`src/rtl/seg7_pkg.sv`:
```
// Shared digit types and BCD helpers for the 7-segment scan path.
package seg7_pkg;

    localparam int         DIGIT_W = 4;
    localparam logic [3:0] BCD_MAX = 4'd9;

    typedef logic [DIGIT_W-1:0] digit_t;

    function automatic logic is_bcd(input logic [3:0] d);
        return d <= BCD_MAX;
    endfunction

endpackage

```
`src/rtl/seg7_prescaler.sv`:
```
// Slot-rate prescaler: free-running modulo-PRESCALE count that freezes while en=0.
module seg7_prescaler #(
    parameter int  PRESCALE = 1000,
    localparam int PW       = (PRESCALE > 1) ? $clog2(PRESCALE) : 1
) (
    input  logic          clk,
    input  logic          rst_n,
    input  logic          en,
    output logic [PW-1:0] presc,
    output logic          tick
);

    localparam logic [PW-1:0] LAST = PW'(PRESCALE - 1);

    assign tick = en && (presc == LAST);

    always_ff @(posedge clk or negedge rst_n) begin
        if (!rst_n) begin
            presc <= '0;
        end else if (tick) begin
            presc <= '0;
        end else if (en) begin
            presc <= presc + 1'b1;
        end
    end

endmodule

```
`src/rtl/seg7_scan_mux.sv`:
```
// Multiplexes a double-buffered packed BCD value onto one digit code plus
// active-low digit selects, with guard time, leading-zero and invalid-code blanking.
module seg7_scan_mux
    import seg7_pkg::*;
#(
    parameter int NUM_DIGITS   = 4,
    parameter int PRESCALE     = 1000,
    parameter int BLANK_CYCLES = 2
) (
    input  logic                          clk,
    input  logic                          rst_n,
    input  logic                          en,
    input  logic                          load,
    input  logic [DIGIT_W*NUM_DIGITS-1:0] value,
    input  logic                          lz_blank,
    output digit_t                        digit_code,
    output logic [NUM_DIGITS-1:0]         digit_sel_n,
    output logic                          blank,
    output logic                          frame_done,
    output logic                          load_ack
);

    localparam int             PW       = (PRESCALE > 1) ? $clog2(PRESCALE) : 1;
    localparam int             IW       = $clog2(NUM_DIGITS);
    localparam logic [IW-1:0]  LAST_IDX = IW'(NUM_DIGITS - 1);

    logic [PW-1:0]               presc;
    logic                        tick;
    logic [IW-1:0]               idx;
    digit_t [NUM_DIGITS-1:0]     stage;
    digit_t [NUM_DIGITS-1:0]     shadow;
    logic                        pending;
    logic                        boundary;
    logic                        in_guard;
    logic                        upper_zero;
    logic                        dark;
    digit_t                      cur;

    seg7_prescaler #(.PRESCALE(PRESCALE)) u_presc (
        .clk   (clk),
        .rst_n (rst_n),
        .en    (en),
        .presc (presc),
        .tick  (tick)
    );

    assign boundary = tick && (idx == LAST_IDX);

    always_ff @(posedge clk or negedge rst_n) begin
        if (!rst_n) begin
            idx <= '0;
        end else if (tick) begin
            idx <= (idx == LAST_IDX) ? '0 : idx + 1'b1;
        end
    end

    // The shadow only changes at a frame boundary or while the display is dark,
    // so a visible frame never mixes digits from two loads.
    always_ff @(posedge clk or negedge rst_n) begin
        if (!rst_n) begin
            stage    <= '0;
            shadow   <= '0;
            pending  <= 1'b0;
            load_ack <= 1'b0;
        end else begin
            load_ack <= 1'b0;
            if (load) begin
                stage <= value;
            end
            if (boundary) begin
                if (load) begin
                    shadow   <= value;
                    load_ack <= 1'b1;
                end else if (pending) begin
                    shadow   <= stage;
                    load_ack <= 1'b1;
                end
                pending <= 1'b0;
            end else if (!en && pending) begin
                shadow   <= stage;
                load_ack <= 1'b1;
                pending  <= load;
            end else if (load) begin
                pending <= 1'b1;
            end
        end
    end

    generate
        if (BLANK_CYCLES > 0) begin : g_guard
            assign in_guard = presc < PW'(BLANK_CYCLES);
        end else begin : g_no_guard
            assign in_guard = 1'b0;
        end
    endgenerate

    assign cur = shadow[idx];

    // A digit is a leading zero when it and every more significant digit are zero.
    always_comb begin
        upper_zero = 1'b1;
        for (int k = 0; k < NUM_DIGITS; k++) begin
            if (k >= int'(idx) && shadow[k] != '0) begin
                upper_zero = 1'b0;
            end
        end
    end

    assign dark = !en || in_guard || !is_bcd(cur) || (lz_blank && (idx != '0) && upper_zero);

    always_ff @(posedge clk or negedge rst_n) begin
        if (!rst_n) begin
            digit_code  <= '0;
            digit_sel_n <= '1;
            blank       <= 1'b1;
            frame_done  <= 1'b0;
        end else begin
            digit_code  <= cur;
            digit_sel_n <= dark ? '1 : ~(NUM_DIGITS'(1) << idx);
            blank       <= dark;
            frame_done  <= boundary;
        end
    end

endmodule

```
`config.mk`:
```
export PLATFORM = sky130hd
export DESIGN_NAME = seg7_scan_mux
export DESIGN_NICKNAME = d
export VERILOG_FILES = /design/src/rtl/seg7_pkg.sv /design/src/rtl/seg7_prescaler.sv /design/src/rtl/seg7_scan_mux.sv
export SDC_FILE = /design/constraint.sdc
export NUM_CORES = 1
export LEC_CHECK = 0
export ABC_AREA = 1
export CORE_UTILIZATION = 35
export DETAILED_ROUTE_END_ITERATION = 16
export PLACE_DENSITY_LB_ADDON = 0.12
export SLEW_MARGIN = 0
export SYNTH_ARGS = -nofsm -noshare
export SYNTH_HDL_FRONTEND = slang
export SYNTH_HIERARCHICAL = 1
export SYNTH_SLANG_ARGS = --single-unit
export TNS_END_PERCENT = 50
```
`constraint.sdc`:
```
create_clock -name clk -period 2 [get_ports clk]
set_input_delay 0.2 -clock clk [delete_from_list [all_inputs] [get_ports clk]]
set_output_delay 0.2 -clock clk [all_outputs]
set_load 0.01 [all_outputs]
```
# After elaboration in Yosys (flattened, before gate mapping)
# Index checks and enable logic that the tools add are counted.
totals:
  reg_bits: 56
  elab_cells: 72
classes:
  addsub: 2
  magnitude_cmp: 6
  n_eq_ne: 3
  shifts: 1
  muxes: 21
  bitwise_logic: 1
  reduce_logical: 22
ops:
  columns: ["cell", "n"]
  rows:
  - ["two-way mux 16 bit", 4]
  - ["two-way mux 10 bit", 2]
  - ["nonzero test 4 bit", 4]
  - ["two-way mux 1 bit", 11]
  - ["adder 10 x 1 -> 10 bit, second input constant", 1]
  - ["== test 10 bit, second input constant", 1]
  - ["less-than comparator 10 x 2 -> 1 bit, second input constant", 1]
  - ["binary-select mux 4 bit (select 2 bit)", 1]
  - ["logical AND 1 bit", 8]
  - ["two-way mux 4 bit", 2]
  - ["nonzero test 2 bit", 3]
  - ["greater-or-equal comparator 1 x 2 -> 1 bit, first input constant", 2]
  - ["less-or-equal comparator 4 bit, second input constant", 1]
  - ["inverter 4 bit", 1]
  - ["left shift 1 x 2 -> 4 bit, first input constant", 1]
  - ["logical OR 1 bit", 3]
  - ["less-than comparator 2 x 3 -> 1 bit, second input constant", 1]
  - ["!= test 3 bit, second input constant", 1]
  - ["nonzero test 3 bit", 1]
  - ["adder 2 x 1 -> 2 bit, second input constant", 1]
  - ["== test 2 bit, second input constant", 1]
  - ["greater-or-equal comparator 2 bit, first input constant", 1]
  - ["logical NOT 1 bit", 2]
  - ["two-way mux 2 bit", 1]
  - ["AND reduction 2 bit", 1]

# Depth between registers and ports, before layout
# Gate-level depths: netlist (run 1).
depth:
  word_depth: 9
  ltp_mapped: 12
  ltp_nobuf: 11

# Modules after synthesis
# Netlist (run 1), hierarchy kept.
by_module_without_submodules:
  columns: ["mod", "n_inst", "cells_per_inst", "area_each_um2"]
  rows:
  - ["seg7_scan_mux", 1, 250, 2134.5]
  - ["seg7_prescaler", 1, 72, 568.0]

# Least setup slack after synthesis (run 1)
# No wires, ideal clock.
synth_path:
  path_kind: "flip-flop to flip-flop"
  start: "reg u_presc.presc[1]"
  end: "reg shadow[0] in the netlist's numbering"
  setup_ns: 0.082
  arrival_time_ns: 1.645
  path_slack_ns: 0.273
  path_stages_with_launch: 13
  n_path_buf: 1
  synth_period_minus_slack_ns: 1.727
  cell_sequence: "dfrtp_1 -> ha_1 -> nand2_1 -> nor2_2 -> nand3_2 -> inv_2 -> nand2_4 -> clkinv_4 -> nand2_4 -> nand2_4 -> buf_6 -> nor2_1 -> a31oi_1"
synth_between:
  elab_chain_len: 5
  word_cells_on_any_way: 7
  classes_between: "eq/ne: 2; mux: 1; reduce/logical: 4"
synth_rtl:
  columns: ["item", "line_no", "rtl"]
  rows:
  - ["from (decl)", "seg7_prescaler.sv:9", "output logic [PW-1:0] presc,"]
  - ["from (signal assigned)", "seg7_prescaler.sv:23", "presc <= presc + 1'b1;"]
  - ["== test 10 bit (*)", "seg7_prescaler.sv:15", "assign tick = en && (presc == LAST);"]
  - ["logical AND 1 bit (*)", "seg7_prescaler.sv:15", null]
  - ["named net tick", "seg7_scan_mux.sv:28", "logic tick;"]
  - ["logical AND 1 bit (*)", "seg7_scan_mux.sv:47", "assign boundary = tick && (idx == LAST_IDX);"]
  - ["!= test 3 bit (no source line) or nonzero test 2 bit (tied branches)", null, null]
  - ["AND reduction 2 bit (no source line)", null, null]
  - ["to (signal assigned)", "seg7_scan_mux.sv:72", "shadow <= value;"]
  - ["to (signal assigned)", "seg7_scan_mux.sv:75", "shadow <= stage;"]
  - ["to (signal assigned)", "seg7_scan_mux.sv:80", "shadow <= stage;"]
  - ["to (decl)", "seg7_scan_mux.sv:31", "digit_t [NUM_DIGITS-1:0] shadow;"]
# The timed path passes the listed nets; every way through them passes the cells marked *.
# A chain may end at the register's enable or synchronous reset.

# Worst setup path after layout (run 1)
layout_path:
  start: "reg u_presc.presc[0]"
  end: "reg shadow[15] in the netlist's numbering"
# Same word-level chain as after synthesis.

==> results by group, run 1 <==
Setup path
  – Reg-to-reg setup timing slack: 0.28 ns
  – Top delay family on crit path: flip-flops
  – CP Launch Type: flip-flop
  – Crit Path Category: reg2reg
  – CP peak stage delay: 0.41 ns
  – Critical-path cell list: ha_1 > nand2_1 > nor2_2 > nand3_2 > inv_2 > nand2_4 > clkinv_4 > buf_4 > o21ai_0 > o22ai_2
  – CP max stage cell: dfrtp_1
  – Crit. End Element: flip-flop
  – Crit path DAT: 1.92 ns
  – Required time of the critical path: 2.20 ns
  – CP bufs+invs: 3
  – Crit-path max FO: 17

GRT
  – Pin count of the biggest net entering global routing: 34
  – First-pass GRT wire length: 10,000 um
  – Vias in the first global route: 2,173
  – Initial antenna violation count: 0
  – Total grt overflow: 0
  – GRT Total Usage: 0.152

Synth
  – Mean area per synthesized cell: between 8 and 9 um^2
  – Cell area after synthesis: about 2700 um^2
  – Ys Warns: 6
  – Sequential element share of the synthesized area: 0.521
  – Syn nets: 349
  – Post-Synthesis Cells: around 320
  – Register bit count reported by yosys: 56
  – Synth unique cells: 32

Power
  – Sequential Power Share: 0.550
  – NetSw: 836 uW
  – Combinational share of power: 0.212
  – Tot Pwr: about 2.6 mW
  – Net Sw Frac: 0.317
  – P_int: 1.80 mW
  – Max IR drop VDD: 0.289 mV
  – Clock group share of total power: 0.238
  – Leakage power: 1.54 nW
  – Power per cell area: 813 nW/um^2

STA
  – Worst-Margin Slew: 0.506 ns
  – Final Hold Viols: 0
  – Total Neg Setup Slack: 0 ns
  – RSZ-0062 raised after global routing: no
  – Final slew viol count: 0
  – Setup Skew: between 0.003 and 0.004 ns
  – Peak Freq: 0.583 GHz
  – Period minus WS final: 1.72 ns
  – Worst slew margin: 0.663
  – Final setup viols: 0
  – Final period util: 0.858

Cells and area
  – Final Util: 0.440
  – Nets: between 300 and 400
  – Area grow syn2layout: 20.0%
  – Most common cell after layout, fill and taps aside: nand2_1
  – Ratio of cells with drive above 1 in the final layout: 0.118
  – Commonest cells after routing, fill and taps aside: nand2_1 (119), dfrtp_1 (51), nor2_1 (45)
  – Diode count: 0

CTS
  – Worst-Skew Late Latency: ~0.31 ns
  – CTS Sinks: 56
  – CTS Buffer Depth: 2
  – Postcts setup bufs: 0
  – Clock-pin slew on the worst setup and hold paths: 0.10 ns
  – Num CTS Buffers: 5
  – # H-tree levels: 2
  – Clock tree root buffer cell: clkbuf_8
  – CTS tree: yes

Die
  – Row cnt: 31
  – Die width: about 90 um
  – Die H: ~90 um
  – Initial Utilization: 0.367
  – # IOs: 32
  – Core ar.: 7370 um^2
  – Die area: 8080 um^2

Routing
  – Via/cell ratio: 4.69
  – First-pass DRT Iterations: 4
  – Drt total wl: 5500 um
  – Vias: 2,173
  – Initial DRC Count: 114
  – WL per Instance: about 12 um
  – Antenna-violating nets left: 0
  – DR DRC count: 0

Placement
  – Port buffer count: 31
  – Final HPWL DP: 4020 um
  – GP Congestion: between 0.7 and 0.8

Run
  – Maximum Capacitance Violations: 0

Min path
  – Hold Path Class: in2async

Outcome
  – Status: completed
==> worst paths after layout <==
check / from / to / depth (start not counted)
min in group clk: value[6] / stage[6] / 3
hold / removal: rst_n / u_presc/presc[8] / 2
hold reg to reg: stage[12] / stage[12] / 2
setup reg to reg: u_presc/presc[0] / shadow[15] / 10
setup / recovery: u_presc/presc[0] / shadow[15] / 10
max in group asynchronous: rst_n / digit_sel_n[1] / 3
==> layout make-up <==
| type | count | area, um^2 |
|---|---|---|
| Clock buffer | 5 | 68.8 |
| Inverter | 23 | 91.3 |
| Multi-Input combinational cell | 234 | 1140 |
| Tap cell | 99 | 124 |
| Fill cell | 790 | 4130 |
| Sequential cell | 56 | 1410 |
| Clock inverter | 3 | 18.8 |
| Timing Repair Buffer | 43 | 398 |
==> cells by family after synthesis <==
group	synth area share
simple gates	0.315
fa+ha+maj	0.0278
flops	0.521
buf+inv	0.0620
compound gates	0.0713
xor+xnor	0.00324
==> layer usage <==
metal | share of wire | track usage | up-vias
li1 | - | - | 1108
met1 | 0.50 | 0.202 | 1023
met2 | 0.46 | 0.253 | 36
met3 | 0.028 | 0.0262 | 6
met4 | 0.013 | 0.0484 | 0
met5 | 0 | 0 | -
==> power by group through the flow <==
stage / registers (mW) / clock network [mW] / logic (mW)
final: 1.45 / 0.627 / 0.560
after global routing: 1.48 / 0.676 / 0.643
after CTS: 1.45 / 0.648 / 0.566
after detailed placement: 1.47 / 0 / 0.563
after global placement: 1.47 / 0 / 0.557
after floorplan: 1.46 / 0 / 0.360
==> flip-flops by register name, summed over array words and instances (netlist names) <==
signal         flops
pending            1
digit_sel_n        4
u_presc/presc     10
blank              1
idx                2
stage             16
digit_code         4
shadow            16
frame_done         1
load_ack           1
==> through the flow <==
step           worst slack (ns)  cell area, um^2  instances  hold slack (ns)
2_1_floorplan             0.273             2700        322          -0.0956
3_3_place_gp              0.169             3140        454            0.197
3_5_place_dp              0.153             3140        454            0.201
4_1_cts                   0.157             3240        463            0.387
5_1_grt                  0.0761             3240        463            0.416
6_report                  0.284             3240        463            0.374
==> timing repair <==
action,CTS,global route
setup endpoints to repair,0,2
gates resized for setup,0,1
hold buffers,1,0
endpoints found under the hold margin,19,0
==> synth_stat cells (all sizes together) <==
| library cell | number | share of area |
|---|---|---|
| ha | 6 | 0.028 |
| o21ai | 7 | 0.013 |
| xor2 | 1 | 0.0032 |
| clkinv | 2 | 0.0046 |
| nand4 | 4 | 0.0093 |
| o211ai | 1 | 0.0028 |
| a21oi | 5 | 0.0093 |
| nand2 | 122 | 0.18 |
| inv | 21 | 0.029 |
| o22ai | 3 | 0.012 |
| nor3 | 5 | 0.015 |
| or2 | 1 | 0.0032 |
| nand3 | 16 | 0.035 |
| dfstp | 5 | 0.049 |
| a31oi | 14 | 0.035 |
| nand3b | 1 | 0.0028 |
| dfrtp | 51 | 0.47 |
| buf | 9 | 0.028 |
| nor2 | 48 | 0.071 |
No activity file was read; power rests on OpenSTA's default activity.
==> inputs of run 2 (changes only) <==
==> constraint.sdc (replaced) <==
create_clock -name clk -period 2 [get_ports clk]
set_input_delay 0.4 -clock clk [delete_from_list [all_inputs] [get_ports clk]]
set_output_delay 0.4 -clock clk [all_outputs]
set_load 0.01 [all_outputs]
==> run 2 against run 1 <==
  * Cell count is 0.65% higher
  * Cell area is 1.3% higher
  * Register-to-register slack worse by 0.09 ns
  * Sequential cell count stayed put
  * Sequential share of layout area is 0.58 points lower
  * Hold slack worse by 0.31 ns
  * Via count is 2.0% lower
  * Clock skew is 0.0049 ns higher
  * Non-clock buffer count is 3 higher
  * First-iteration DRC count is 14% higher
  * Power is 4.7% higher
  * Largest cell class unchanged
  * Largest power group unchanged
==> results by group, run 2 (same netlist as run 1, synthesis figures left out) <==
Routing
  – Initial DRC Count: 130 (+14%)
  – Antenna-violating nets left: 0 (unchanged)
  – WL per Instance: 11.9 um (+0.17%)
  – Vias: 2,129 (-2.0%)
  – Via/cell ratio: 4.57 (-2.7%)
  – DR DRC count: 0 (unchanged)
  – Drt total wl: 5550 um (+0.82%)
  – First-pass DRT Iterations: 6 (+2)

Min path
  – Hold Path Class: in2async

STA
  – Peak Freq: 0.553 GHz (-5.1%)
  – RSZ-0062 raised after global routing: no
  – Period minus WS final: 1.81 ns (+0.0931 ns)
  – Final Hold Viols: 0 (unchanged)
  – Total Neg Setup Slack: 0 ns (unchanged)
  – Final period util: 0.904 (+0.0465)
  – Worst-Margin Slew: 0.358 ns (-0.148 ns)
  – Worst slew margin: 0.761 (+0.0978)
  – Final slew viol count: 0 (unchanged)
  – Final setup viols: 0 (unchanged)
  – Setup Skew: 0.00860 ns (+0.00489 ns)
  – Setup ws final: 0.191 ns (-0.0931 ns)

Setup path
  – Critical-path cell list: ha_1 > nand2_1 > nor2_2 > nand3_2 > inv_2 > nand2_4 > clkinv_4 > nand2_4 > nand2_4 > buf_4 > nor2_1 > a31oi_1
  – Most used cell along the critical path: nand2_4
  – CP bufs+invs: 3 (unchanged)
  – Crit. End Element: flip-flop
  – CP max stage cell: dfrtp_1
  – Top delay family on crit path: simple AND/OR/NAND/NOR gates
  – Crit path DAT: 2.04 ns (+0.12 ns)
  – CP Launch Type: flip-flop
  – Crit-path max FO: 13 (-4)
  – CP peak stage delay: 0.41 ns (about the same)
  – Required time of the critical path: 2.24 ns (+0.04 ns)
  – Crit Path Category: reg2reg

GRT
  – Total grt overflow: 0 (unchanged)
  – First-pass GRT wire length: 9870 um (-1.5%)
  – Vias in the first global route: 2,005 (-7.7%)
  – Pin count of the biggest net entering global routing: 57 (+68%)
  – GRT Total Usage: 0.151 (-0.000803)
  – Initial antenna violation count: 0 (unchanged)

Cells and area
  – # fillers: 756 (-4.3%)
  – Diode count: 0 (unchanged)
  – Commonest cells after routing, fill and taps aside: nand2_1 (119), dfrtp_1 (51), nor2_1 (45)
  – Final instance area: 3290 um^2 (+1.3%)
  – Largest regs: shadow (16), stage (16), u_presc/presc (10)
  – Ratio of cells with drive above 1 in the final layout: 0.125 (+0.00721)
  – Multi-input logic area: 1130 um^2 (-0.77%)
  – Area grow syn2layout: 21.7%
  – Nets: 393 (+0.77%)
  – Most common cell after layout, fill and taps aside: nand2_1
  – Register area: 1410 um^2 (unchanged)

CTS
  – CTS Hold Bufs: 0 (-1)
  – Worst-Skew Late Latency: 0.31 ns (about the same)
  – Num CTS Buffers: 5 (unchanged)
  – Post-CTS sizing: 0 (unchanged)
  – CTS Buffer Depth: 2 (unchanged)
  – Postcts setup bufs: 0 (unchanged)
  – Clock-pin slew on the worst setup and hold paths: 0.10 ns (about the same)
  – CTS Sinks: 56 (unchanged)
  – CTS tree: yes
  – # H-tree levels: 2 (unchanged)
  – Clock tree root buffer cell: clkbuf_8

Die
  – Row cnt: 31 (unchanged)
  – Die H: 89.9 um (unchanged)
  – Core ar.: 7370 um^2 (unchanged)
  – Initial Utilization: 0.367 (unchanged)
  – # IOs: 32 (unchanged)
  – Die area: 8080 um^2 (unchanged)
  – Die width: 89.9 um (unchanged)

Power
  – Tot Pwr: 2.76 mW (+4.7%)
  – Power per cell area: 840 nW/um^2 (+3.3%)
  – Leakage power: 1.57 nW (+1.7%)
  – Max IR drop VDD: 0.381 mV (+32%)

Run
  – Maximum Capacitance Violations: 0 (unchanged)

Placement
  – Post-DP Area: 3180 um^2 (+1.4%)
  – Final HPWL DP: 4010 um (-0.25%)
  – Port buffer count: 31 (unchanged)
  – Dpl ws: 0.00230 ns (-0.150 ns)
  – GP Congestion: 0.780 (-1.4%)

Outcome
  – Status: completed
## run 2: changes by cell type in the layout (fill, tap and decap cells not counted), sizes merged
| cell | before | now |
|---|---|---|
| buf | 12 | 16 |
| bufinv | 0 | 1 |
| clkbuf | 5 | 6 |
| clkinv | 5 | 3 |
| dlygate4sd3 | 1 | 0 |
## run 2: path summary, 6_finish.rpt
path / endpoint / startpoint / slack (ns) / depth (start not counted)
setup / recovery: shadow[6] / u_presc/presc[1] / 0.19 / 12
hold reg to reg: stage[2] / stage[2] / 0.50 / 2
setup reg to reg: shadow[6] / u_presc/presc[1] / 0.19 / 12
hold / removal: u_presc/presc[2] / rst_n / 0.06 / 2
max in group asynchronous: digit_sel_n[0] / rst_n / 1.63 / 2
min in group clk: stage[2] / stage[2] / 0.50 / 2
## run 2: stage by stage
| stage | hold WS (ns) | util | instances |
|---|---|---|---|
| finish | 0.0587 | 0.446 | 466 |
| global route | 0.0909 | 0.446 | 466 |
| CTS | 0.0871 | 0.446 | 466 |
| detailed placement | 0.427 | 0.432 | 458 |
| global placement | 0.426 | 0.432 | 458 |
| floorplan | 0.104 | - | 322 |
## run 2: where the power goes
group	total (mW)	switching [mW]	internal [mW]
clock	0.741	0.368	0.372
combinational	0.567	0.310	0.258
sequential	1.46	0.148	1.31
## run 2: metal layers
layer,vias to the layer above,track usage,wire [um]
met5,-,0,0
met4,0,0.0363,61
met3,5,0.0237,164
met2,28,0.242,2490
met1,978,0.215,2830
li1,1118,-,-
## run 2: area by class of cell
| class | instances | share of cell area |
|---|---|---|
| flip-flops and latches | 56 | 0.428 |
| multi-input cells | 234 | 0.343 |
| repair buffers | 46 | 0.131 |
| well taps | 99 | 0.0377 |
| inverters | 23 | 0.0278 |
| clock buffers | 6 | 0.0221 |
| clock inverters | 2 | 0.0107 |
==> inputs of run 3 (changes only) <==
- CORE_MARGIN: unset -> 1
==> results of run 3 <==
No change in the layout: final DEF, timing and power equal those of run 2.
